<file path="src/rtl/codeword_tx_framer_if.sv">
// rtl/codeword_tx_framer_if.sv - codeword write handshake between encoder and framer
interface codeword_tx_framer_if #(
    parameter int CW_WIDTH = 12
);
    logic                in_valid;
    logic [CW_WIDTH-1:0] in_data;
    logic                in_ready;

    modport master (output in_valid, output in_data, input in_ready);
    modport slave  (input in_valid, input in_data, output in_ready);
endinterface

</file>
<file path="src/rtl/codeword_tx_framer.sv">
// rtl/codeword_tx_framer.sv - buffers codewords and serialises each as preamble, codeword, gap
// with a per-bit sample phase for the modulator.
module codeword_tx_framer #(
    parameter int CW_WIDTH        = 12,
    parameter int DEPTH           = 16,
    parameter int SAMPLES_PER_BIT = 256,
    parameter int PREAMBLE_BITS   = 8,
    parameter int GAP_BITS        = 2,
    localparam int PH_W           = $clog2(SAMPLES_PER_BIT),
    localparam int LVL_W          = $clog2(DEPTH + 1)
) (
    input  logic                   clk,
    input  logic                   arst,
    codeword_tx_framer_if.slave    in_if,
    input  logic                   en,
    input  logic                   clr_ovf,
    output logic                   tx_bit,
    output logic [PH_W-1:0]        tx_phase,
    output logic                   sym_strobe,
    output logic                   tx_active,
    output logic [LVL_W-1:0]       level,
    output logic                   overflow
);
    localparam int PTR_W    = $clog2(DEPTH);
    localparam int MAX_A    = (PREAMBLE_BITS > CW_WIDTH) ? PREAMBLE_BITS : CW_WIDTH;
    localparam int MAX_BITS = (MAX_A > GAP_BITS) ? MAX_A : GAP_BITS;
    localparam int CNT_W    = $clog2(MAX_BITS);

    typedef enum logic [1:0] {IDLE, PREAMBLE, DATA, GAP} state_t;

    state_t              state_q, state_d;
    logic [CNT_W-1:0]    bit_cnt_q, bit_cnt_d;
    logic [PH_W-1:0]     phase_q, phase_d;
    logic [CW_WIDTH-1:0] shreg_q, shreg_d;
    logic [CW_WIDTH-1:0] mem [DEPTH];
    logic [PTR_W-1:0]    wr_ptr_q, rd_ptr_q;
    logic [LVL_W-1:0]    level_q;
    logic                overflow_q;
    logic                wr_en, pop, bit_end, fifo_empty;
    logic                tx_bit_d, tx_active_d, sym_strobe_d;

    assign in_if.in_ready = (level_q != LVL_W'(DEPTH));
    assign wr_en          = in_if.in_valid && in_if.in_ready;
    assign fifo_empty     = (level_q == '0);
    assign bit_end        = en && (state_q != IDLE) && (phase_q == PH_W'(SAMPLES_PER_BIT - 1));
    assign level          = level_q;
    assign overflow       = overflow_q;
    assign tx_phase       = phase_q;

    always_ff @(posedge clk) begin
        if (wr_en) mem[wr_ptr_q] <= in_if.in_data;
    end

    // A refused write still sets overflow even if the FSM pops in the same cycle.
    always_ff @(posedge clk or posedge arst) begin
        if (arst) begin
            wr_ptr_q   <= '0;
            rd_ptr_q   <= '0;
            level_q    <= '0;
            overflow_q <= 1'b0;
        end else begin
            if (wr_en) wr_ptr_q <= wr_ptr_q + PTR_W'(1);
            if (pop)   rd_ptr_q <= rd_ptr_q + PTR_W'(1);
            level_q <= level_q + LVL_W'(wr_en) - LVL_W'(pop);
            if (in_if.in_valid && !in_if.in_ready) overflow_q <= 1'b1;
            else if (clr_ovf)                      overflow_q <= 1'b0;
        end
    end

    always_ff @(posedge clk or posedge arst) begin
        if (arst) begin
            state_q    <= IDLE;
            bit_cnt_q  <= '0;
            phase_q    <= '0;
            shreg_q    <= '0;
            tx_bit     <= 1'b0;
            tx_active  <= 1'b0;
            sym_strobe <= 1'b0;
        end else begin
            state_q    <= state_d;
            bit_cnt_q  <= bit_cnt_d;
            phase_q    <= phase_d;
            shreg_q    <= shreg_d;
            tx_bit     <= tx_bit_d;
            tx_active  <= tx_active_d;
            sym_strobe <= sym_strobe_d;
        end
    end

    always_comb begin
        state_d   = state_q;
        bit_cnt_d = bit_cnt_q;
        phase_d   = phase_q;
        shreg_d   = shreg_q;
        pop       = 1'b0;
        if (en && state_q != IDLE) phase_d = phase_q + PH_W'(1);
        case (state_q)
            IDLE: begin
                if (en && !fifo_empty) begin
                    pop       = 1'b1;
                    state_d   = PREAMBLE;
                    bit_cnt_d = '0;
                    phase_d   = '0;
                    shreg_d   = mem[rd_ptr_q];
                end
            end
            PREAMBLE: begin
                if (bit_end) begin
                    if (bit_cnt_q == CNT_W'(PREAMBLE_BITS - 1)) begin
                        state_d   = DATA;
                        bit_cnt_d = '0;
                    end else begin
                        bit_cnt_d = bit_cnt_q + CNT_W'(1);
                    end
                end
            end
            DATA: begin
                if (bit_end) begin
                    shreg_d = shreg_q << 1;
                    if (bit_cnt_q == CNT_W'(CW_WIDTH - 1)) begin
                        state_d   = GAP;
                        bit_cnt_d = '0;
                    end else begin
                        bit_cnt_d = bit_cnt_q + CNT_W'(1);
                    end
                end
            end
            GAP: begin
                if (bit_end) begin
                    if (bit_cnt_q == CNT_W'(GAP_BITS - 1)) begin
                        bit_cnt_d = '0;
                        // Back-to-back: next preamble starts on the very next sample.
                        if (!fifo_empty) begin
                            pop     = 1'b1;
                            state_d = PREAMBLE;
                            shreg_d = mem[rd_ptr_q];
                        end else begin
                            state_d = IDLE;
                        end
                    end else begin
                        bit_cnt_d = bit_cnt_q + CNT_W'(1);
                    end
                end
            end
            default: state_d = IDLE;
        endcase
    end

    always_comb begin
        tx_active_d  = (state_d != IDLE);
        sym_strobe_d = en && tx_active_d && (phase_d == '0);
        tx_bit_d     = 1'b0;
        case (state_d)
            PREAMBLE: tx_bit_d = ~bit_cnt_d[0];
            DATA:     tx_bit_d = shreg_d[CW_WIDTH-1];
            default:  tx_bit_d = 1'b0;
        endcase
    end
endmodule

</file>
<file path="src/flat_wrapper.sv">
// flat-port wrapper written by rule: the top's interface ports become plain ports
module codeword_tx_framer_flat 
#(
    parameter int CW_WIDTH        = 12,
    parameter int DEPTH           = 16,
    parameter int SAMPLES_PER_BIT = 256,
    parameter int PREAMBLE_BITS   = 8,
    parameter int GAP_BITS        = 2,
    localparam int PH_W           = $clog2(SAMPLES_PER_BIT),
    localparam int LVL_W          = $clog2(DEPTH + 1)
)
  (clk, arst, en, clr_ovf, tx_bit, tx_phase, sym_strobe, tx_active, level, overflow, in_if_in_valid, in_if_in_data, in_if_in_ready);
  codeword_tx_framer_if #(.CW_WIDTH(CW_WIDTH)) in_if_i ();
  input  logic clk;
  input  logic arst;
  input  logic en;
  input  logic clr_ovf;
  output logic tx_bit;
  output logic [PH_W-1:0] tx_phase;
  output logic sym_strobe;
  output logic tx_active;
  output logic [LVL_W-1:0] level;
  output logic overflow;
  input wire logic [$bits(in_if_i.in_valid)-1:0] in_if_in_valid;
  input wire logic [$bits(in_if_i.in_data)-1:0] in_if_in_data;
  output wire logic [$bits(in_if_i.in_ready)-1:0] in_if_in_ready;
  assign in_if_i.in_valid = in_if_in_valid;
  assign in_if_i.in_data = in_if_in_data;
  assign in_if_in_ready = in_if_i.in_ready;
  codeword_tx_framer #(.CW_WIDTH(CW_WIDTH), .DEPTH(DEPTH), .SAMPLES_PER_BIT(SAMPLES_PER_BIT), .PREAMBLE_BITS(PREAMBLE_BITS), .GAP_BITS(GAP_BITS)) u_core (.clk(clk), .arst(arst), .in_if(in_if_i), .en(en), .clr_ovf(clr_ovf), .tx_bit(tx_bit), .tx_phase(tx_phase), .sym_strobe(sym_strobe), .tx_active(tx_active), .level(level), .overflow(overflow));
endmodule
</file>
<file path="config.mk">
export PLATFORM = sky130hd
export DESIGN_NAME = codeword_tx_framer_flat
export DESIGN_NICKNAME = d
export VERILOG_FILES = /design/src/rtl/codeword_tx_framer_if.sv /design/src/rtl/codeword_tx_framer.sv /design/src/flat_wrapper.sv
export SDC_FILE = /design/constraint.sdc
export NUM_CORES = 1
export LEC_CHECK = 0
export CORE_ASPECT_RATIO = 1.2
export CORE_MARGIN = 1.5
export CORE_UTILIZATION = 52
export CTS_CLUSTER_DIAMETER = 40
export DETAILED_ROUTE_END_ITERATION = 7
export PLACE_DENSITY = 0.79
export SLEW_MARGIN = 20
export SYNTH_ARGS = -nofsm -noshare
export SYNTH_HDL_FRONTEND = slang
export SYNTH_SLANG_ARGS = --single-unit
</file>
<file path="constraint.sdc">
create_clock -name clk -period 4.08 [get_ports clk]
set_clock_uncertainty 0.05 [all_clocks]
set_input_delay 1.02 -clock clk [delete_from_list [all_inputs] [get_ports clk]]
set_output_delay 1.02 -clock clk [all_outputs]
set_load 0.1 [all_outputs]
</file>
==> flow_summary.toml, run 1 <==
[setup_path]
critPathTopFamily = "simple AND/OR/NAND/NOR gates"
r2r_setup_slack_ns = 0.60
reg2reg_from = "u_core.state_q[0]"
cp_cell_sequence = "inv_1, ha_1, nand3b_1, nor3_4, and2_1, nand3_1, a21oi_1, o22ai_1, ha_1, or4b_1, or3_1, nor3_1"
critPathSlowestCell = "sky130_fd_sc_hd__or4b_1"
worst_path_largest_cell_delay_ns = 0.52
ff2ff_path_depth = 12
worst-path-max-fanout = 11
cp.buffers_inverters = 1
worstSetupEndpointType = "register"
timing_worst_setup_path_type = "register to register"
timing.critical_path.required_ns = 4.48
worst_ep_arrival_time_ns = 3.87
cp-start-kind = "register"
crit-reg2reg-capture = "u_core.sym_strobe"
cp_common_cell = "sky130_fd_sc_hd__ha_1"

[synthesis]
post_synth_and_or_nand_nor_area_fraction = 0.0547
synthXorXnorAreaFrac = 0.0115
synthAdderAreaFrac = 0.0298
mux_cell_area_share_after_synthesis = 0.124
synth_compound_area_frac = 0.0639
mappedNetlistArea_mm2 = 0.00991
post_synthesis_async_set_or_reset_flop_share = 0.183
yosysWarningCount = 0
synth_largest_area_cell = "sky130_fd_sc_hd__edfxtp_1"
synth_seq_area_share = 0.690
synth_edf_count = 192
syn-num-nets = 614
synthesized_instance_count = 574
synthDominantCellAreaShare = 0.582
synthMostInstantiatedCell = "sky130_fd_sc_hd__edfxtp_1"
synth_top_cells_by_count = "192 x sky130_fd_sc_hd__edfxtp_1, 47 x sky130_fd_sc_hd__mux4_2, 43 x sky130_fd_sc_hd__dfrtp_1, 28 x sky130_fd_sc_hd__inv_1"
largest_family_of_logic_cells_by_synthesized_area = "multiplexers"
postSynth.topFlopCell = "sky130_fd_sc_hd__edfxtp_1"
synthDistinctLibCells = 56
post_synth_main_area_contributors = "sky130_fd_sc_hd__edfxtp_1 58%, sky130_fd_sc_hd__dfrtp_1 11%, sky130_fd_sc_hd__mux4_2 11%"
synth_seq_cells = 235
syn_avg_cell_area_um2 = 17.3

[grt]
largest_net_degree_at_the_start_of_global_routing = 38
globalRouteOverflowTotal = 0
groute.usage.overall = 0.216
grt_pass1_wl_mm = 31.9
grt_antenna_before_repair = 0
grt_pass1_vias = 5652

[clocking]
clk_pin_slew_ns = 0.07
buffer_count_from_post_cts_setup_fixing = 0
cts-buffers-inserted = 27
max_h_tree_level = 1
postCtsResizedCells = 0
clock-sinks = 235
ctsRootBufferMaster = "sky130_fd_sc_hd__clkbuf_16"
cts_buffer_depth = 3
cts_hold_repair.buffers = 0
clk_latency_ns = 0.53
clock_tree_from_tritoncts = "built"

[run]
cap_violations = 0

[final_layout]
drive_above_1_share = 0.200
antenna_cells = 0
final_core_util = 0.616
synthToLayoutAreaGrowth_pct = 16.7
fin_nets = 681

[floorplan]
die-area_mm2 = 0.0199
placement_rows = 55
initial_util = 0.527
die_w_um = 129
fp.dieH_um = 154
floorplan.io_pins = 35
coreArea_mm2 = 0.0188

[placed_design]
detailedPlacementHpwl_mm = 12.6
gp_congestion = 0.899
port_buffers = 34

[run_status]
status = "complete, no violations"

[route]
drt_first_iter_violations = 420
final_antenna_net_count = 0
avgRoutedWirePerCell_um = 22.5
avgViaCountPerCell = 5.89
detail_route.wirelength_mm = 20.6
drt-pass1-iter-count = 5
vias = 5400
route.detailed.drc = 0

[worst_hold_path]
worst_hold_path.endpoint = "u_core.shreg_q[9]"
min_from = "u_core.shreg_q[9]"
hold_path_depth = 1
holdCritPathClass = "register to register"

[timing]
tightestPinTransition_ns = 0.980
timing_hold_violations_final = 0
hold-worst-slack_ns = 0.458
max_slew_margin = 0.345
drv_slew = 0
final_min_period_over_clock_period = 0.852
achievable-frequency_mhz = 288
setup_viol = 0
final.min_clock_period_ns = 3.48
rsz0062_at_grt = "no"

[power]
leakagePower_nw = 4.09
worst_ir_drop_vdd_v = 0.000452
power.density_cell_area_mw_per_mm2 = 709
## stage by stage
step / instances / instance area [um2] / setup TNS (ns) / setup WS, ns / total power [mW]
global placement: 868 / 10700 / 0 / 0.210 / 5.85
global route: 917 / 11600 / 0 / 0.299 / 8.57
CTS: 917 / 11600 / 0 / 0.608 / 8.24
detailed placement: 868 / 10700 / 0 / 0.102 / 5.96
finish: 917 / 11600 / 0 / 0.605 / 8.19
floorplan: 574 / 9910 / -1.54 / -0.0321 / 5.22
## worst reg2reg max path: cells and delay by family (launching register included)
kind	cells	cell delay, ns
compound gates	2	0.35
fa+ha+maj	2	0.58
flops	1	0.44
simple gates	7	1.89
buf+inv	1	0.09
## how the worst max path moves through the flow
stage | slack [ns] | end | cells after the start | startpoint
global route | 0.30 | u_core.sym_strobe | 12 | u_core.state_q[0]
CTS | 0.61 | u_core.sym_strobe | 12 | u_core.state_q[0]
floorplan | -0.03 | u_core.mem[0][0] | 5 | u_core.level[2]
finish | 0.60 | u_core.sym_strobe | 12 | u_core.state_q[0]
global placement | 0.21 | u_core.sym_strobe | 11 | en
detailed placement | 0.10 | u_core.sym_strobe | 11 | en
## layout by cell type, fill, tap and decap left out, types with 4 or more instances in the layout
cell type / n
sky130_fd_sc_hd__nor3_1: 4
sky130_fd_sc_hd__inv_1: 27
sky130_fd_sc_hd__dfrtp_1: 42
sky130_fd_sc_hd__a21oi_1: 19
sky130_fd_sc_hd__clkdlybuf4s50_1: 33
sky130_fd_sc_hd__nand3_1: 6
sky130_fd_sc_hd__mux4_2: 47
sky130_fd_sc_hd__xnor2_1: 11
sky130_fd_sc_hd__nand2_1: 19
sky130_fd_sc_hd__ha_1: 22
sky130_fd_sc_hd__nor3_2: 4
sky130_fd_sc_hd__a31oi_1: 4
sky130_fd_sc_hd__o21ai_0: 8
sky130_fd_sc_hd__buf_4: 29
sky130_fd_sc_hd__a22o_1: 22
sky130_fd_sc_hd__clkbuf_1: 6
sky130_fd_sc_hd__nor2_1: 16
sky130_fd_sc_hd__and2_1: 8
sky130_fd_sc_hd__inv_6: 4
sky130_fd_sc_hd__clkbuf_16: 27
sky130_fd_sc_hd__nor4_2: 4
sky130_fd_sc_hd__edfxtp_1: 192
sky130_fd_sc_hd__mux2i_1: 15
sky130_fd_sc_hd__clkinv_1: 6
sky130_fd_sc_hd__nor2b_1: 14
sky130_fd_sc_hd__a211oi_1: 11
## power breakdown
| group | switching (mW) | internal (mW) | leakage [nW] |
|---|---|---|---|
| registers | 0.282 | 2.94 | 2.29 |
| logic | 1.58 | 1.12 | 1.39 |
| clock network | 0.963 | 1.30 | 0.410 |
## registers in the layout, indices dropped and copies added (netlist names)
name               count
u_core.state_q         2
u_core.level           5
u_core.tx_phase        8
u_core.wr_ptr_q        4
u_core.bit_cnt_q       4
u_core.tx_bit          1
u_core.shreg_q        12
u_core.tx_active       1
u_core.overflow        1
u_core.rd_ptr_q        4
u_core.sym_strobe      1
u_core.mem           192
## cell type report
type,instances,area (um2)
clock buffer,33,698
clock inverter,16,143
fill,1318,7220
inverter,29,109
multi-input combinational,284,2860
sequential,235,6850
tap,256,320
timing repair buffer,64,588
## cell families (layout without fill, tap and decap cells)
| kind of cell | Yosys count | in the layout |
|---|---|---|
| simple gates | 97 | 97 |
| mux | 64 | 64 |
| buf+inv | 55 | 142 |
| flops | 235 | 235 |
| xor+xnor | 13 | 13 |
| compound gates | 87 | 87 |
| fa+ha+maj | 23 | 23 |
## routing by layer
layer,vias to the layer above,part of all wire,track usage
met2,186,0.52,0.369
met5,-,0,0
met3,48,0.058,0.0380
li1,2407,-,-
met1,2759,0.40,0.278
met4,0,0.027,0.0754
Note: power is estimated with default switching activity, not from simulation.
==> run 2: changes to the inputs <==
--- a/config.mk
+++ b/config.mk
@@ -9,6 +9,7 @@
 export CORE_MARGIN = 1.5
 export CORE_UTILIZATION = 52
 export CTS_CLUSTER_DIAMETER = 40
+export CTS_CLUSTER_SIZE = 20
 export DETAILED_ROUTE_END_ITERATION = 7
 export PLACE_DENSITY = 0.79
 export SLEW_MARGIN = 20
==> flow_summary.toml, run 2 (synthesized netlist as in run 1, its figures left out) <==
[timing]
tightestPinTransition_ns = 0.980
timing_hold_violations_final = 0
max_slew_margin = 0.345
final_min_period_over_clock_period = 0.854
final.min_clock_period_ns = 3.48
setup_viol = 0
achievable-frequency_mhz = 287
rsz0062_at_grt = "no"
drv_slew = 0
finalSetupTns_ns = 0

[grt]
grt_pass1_wl_mm = 32.0
largest_net_degree_at_the_start_of_global_routing = 38
globalRouteOverflowTotal = 0
grt_antenna_before_repair = 0
groute.usage.overall = 0.215
grt_pass1_vias = 5644

[clocking]
max_h_tree_level = 1
cts_buffer_depth = 3
clock_tree_from_tritoncts = "built"
clock-sinks = 235
ctsRootBufferMaster = "sky130_fd_sc_hd__clkbuf_16"
clk_pin_slew_ns = 0.07
cts-buffers-inserted = 26
postCtsResizedCells = 0
buffer_count_from_post_cts_setup_fixing = 0
cts_hold_repair.buffers = 0
clk_latency_ns = 0.53

[setup_path]
timing_worst_setup_path_type = "register to register"
reg2reg_from = "u_core.state_q[0]"
r2r_setup_slack_ns = 0.60
ff2ff_path_depth = 12
crit-reg2reg-capture = "u_core.sym_strobe"
cp-start-kind = "register"
worstSetupEndpointType = "register"
worst_ep_arrival_time_ns = 3.87
timing.critical_path.required_ns = 4.47
worst-path-max-fanout = 11

[floorplan]
floorplan.io_pins = 35
die-area_mm2 = 0.0199
initial_util = 0.527
coreArea_mm2 = 0.0188
die_w_um = 129
placement_rows = 55
fp.dieH_um = 154

[placed_design]
port_buffers = 34
detailedPlacementHpwl_mm = 12.6
gp_congestion = 0.899
placement.cell_area_mm2 = 0.0107

[final_layout]
antenna_cells = 0
drive_above_1_share = 0.209
post-route-cell-area_mm2 = 0.0116
fin_nets = 680
synthToLayoutAreaGrowth_pct = 17.0
layout_common_cells = "192 x sky130_fd_sc_hd__edfxtp_1, 47 x sky130_fd_sc_hd__mux4_2, 42 x sky130_fd_sc_hd__dfrtp_1"
nFillCells = 1321
max_flop_register = "u_core.mem"
final_common_cell = "sky130_fd_sc_hd__edfxtp_1"
largest_reg_flops = 192

[route]
route.detailed.drc = 0
drt_first_iter_violations = 426
detail_route.wirelength_mm = 20.4
vias = 5419
drt-pass1-iter-count = 5
final_antenna_net_count = 0
avgViaCountPerCell = 5.92
avgRoutedWirePerCell_um = 22.3

[worst_hold_path]
worst_hold_path.endpoint = "u_core.shreg_q[9]"
holdCritPathClass = "register to register"
hold_path_depth = 1
min_from = "u_core.shreg_q[9]"

[run_status]
status = "complete, no violations"

[power]
worst_ir_drop_vdd_v = 0.000468
power.density_cell_area_mw_per_mm2 = 710
leakagePower_nw = 4.11

[run]
cap_violations = 0
run 2: routing by layer:
metal / up-vias / share of wire / GRT usage
met4: 0 / 0.034 / 0.0835
met1: 2761 / 0.39 / 0.280
met3: 55 / 0.062 / 0.0370
met2: 201 / 0.51 / 0.364
li1: 2402 / - / -
met5: - / 0 / 0
run 2: how the worst max path moves through the flow:
stage	from	to	slack, ns	cells past startpoint
4_1_cts	u_core.state_q[0]	u_core.sym_strobe	0.60	12
5_1_grt	u_core.state_q[0]	u_core.sym_strobe	0.31	12
3_5_place_dp	en	u_core.sym_strobe	0.10	11
3_3_place_gp	en	u_core.sym_strobe	0.21	11
6_report	u_core.state_q[0]	u_core.sym_strobe	0.60	12
2_1_floorplan	u_core.level[2]	u_core.mem[0][0]	-0.03	5
run 2: power by group:
part	switching, mW	leakage (nW)	internal (mW)	total [mW]
Clock	0.982	0.426	1.33	2.31
Combinational	1.58	1.39	1.12	2.70
Sequential	0.281	2.29	2.94	3.22
run 2: metrics by stage:
| step | std cells | power (mW) | setup WS [ns] | utilization | hold slack, ns |
|---|---|---|---|---|---|
| global route | 915 | 8.62 | 0.305 | 0.617 | 0.479 |
| global placement | 868 | 5.85 | 0.210 | 0.571 | 0.417 |
| finish | 915 | 8.24 | 0.598 | 0.617 | 0.462 |
| floorplan | 574 | 5.22 | -0.0321 | - | 0.401 |
| CTS | 915 | 8.30 | 0.605 | 0.617 | 0.460 |
| detailed placement | 868 | 5.96 | 0.102 | 0.571 | 0.441 |
run 2: cell type report:
type / instances / area [um2] / share of cell area
clock buffers: 27 / 654 / 0.0565
clock inverters: 20 / 214 / 0.0185
inverters: 29 / 109 / 0.00939
multi-input cells: 284 / 2860 / 0.247
flip-flops and latches: 235 / 6850 / 0.591
well taps: 256 / 320 / 0.0276
repair buffers: 64 / 588 / 0.0507
run 2: critical path, cell delays in order (launching register included):
cell and delay, ns:
sky130_fd_sc_hd__dfrtp_1 0.44, sky130_fd_sc_hd__inv_1 0.09, sky130_fd_sc_hd__ha_1 0.32, sky130_fd_sc_hd__nand3b_1 0.28, sky130_fd_sc_hd__nor3_4 0.30, sky130_fd_sc_hd__and2_1 0.20, sky130_fd_sc_hd__nand3_1 0.09, sky130_fd_sc_hd__a21oi_1 0.22
sky130_fd_sc_hd__o22ai_1 0.14, sky130_fd_sc_hd__ha_1 0.25, sky130_fd_sc_hd__or4b_1 0.52, sky130_fd_sc_hd__or3_1 0.31, sky130_fd_sc_hd__nor3_1 0.17
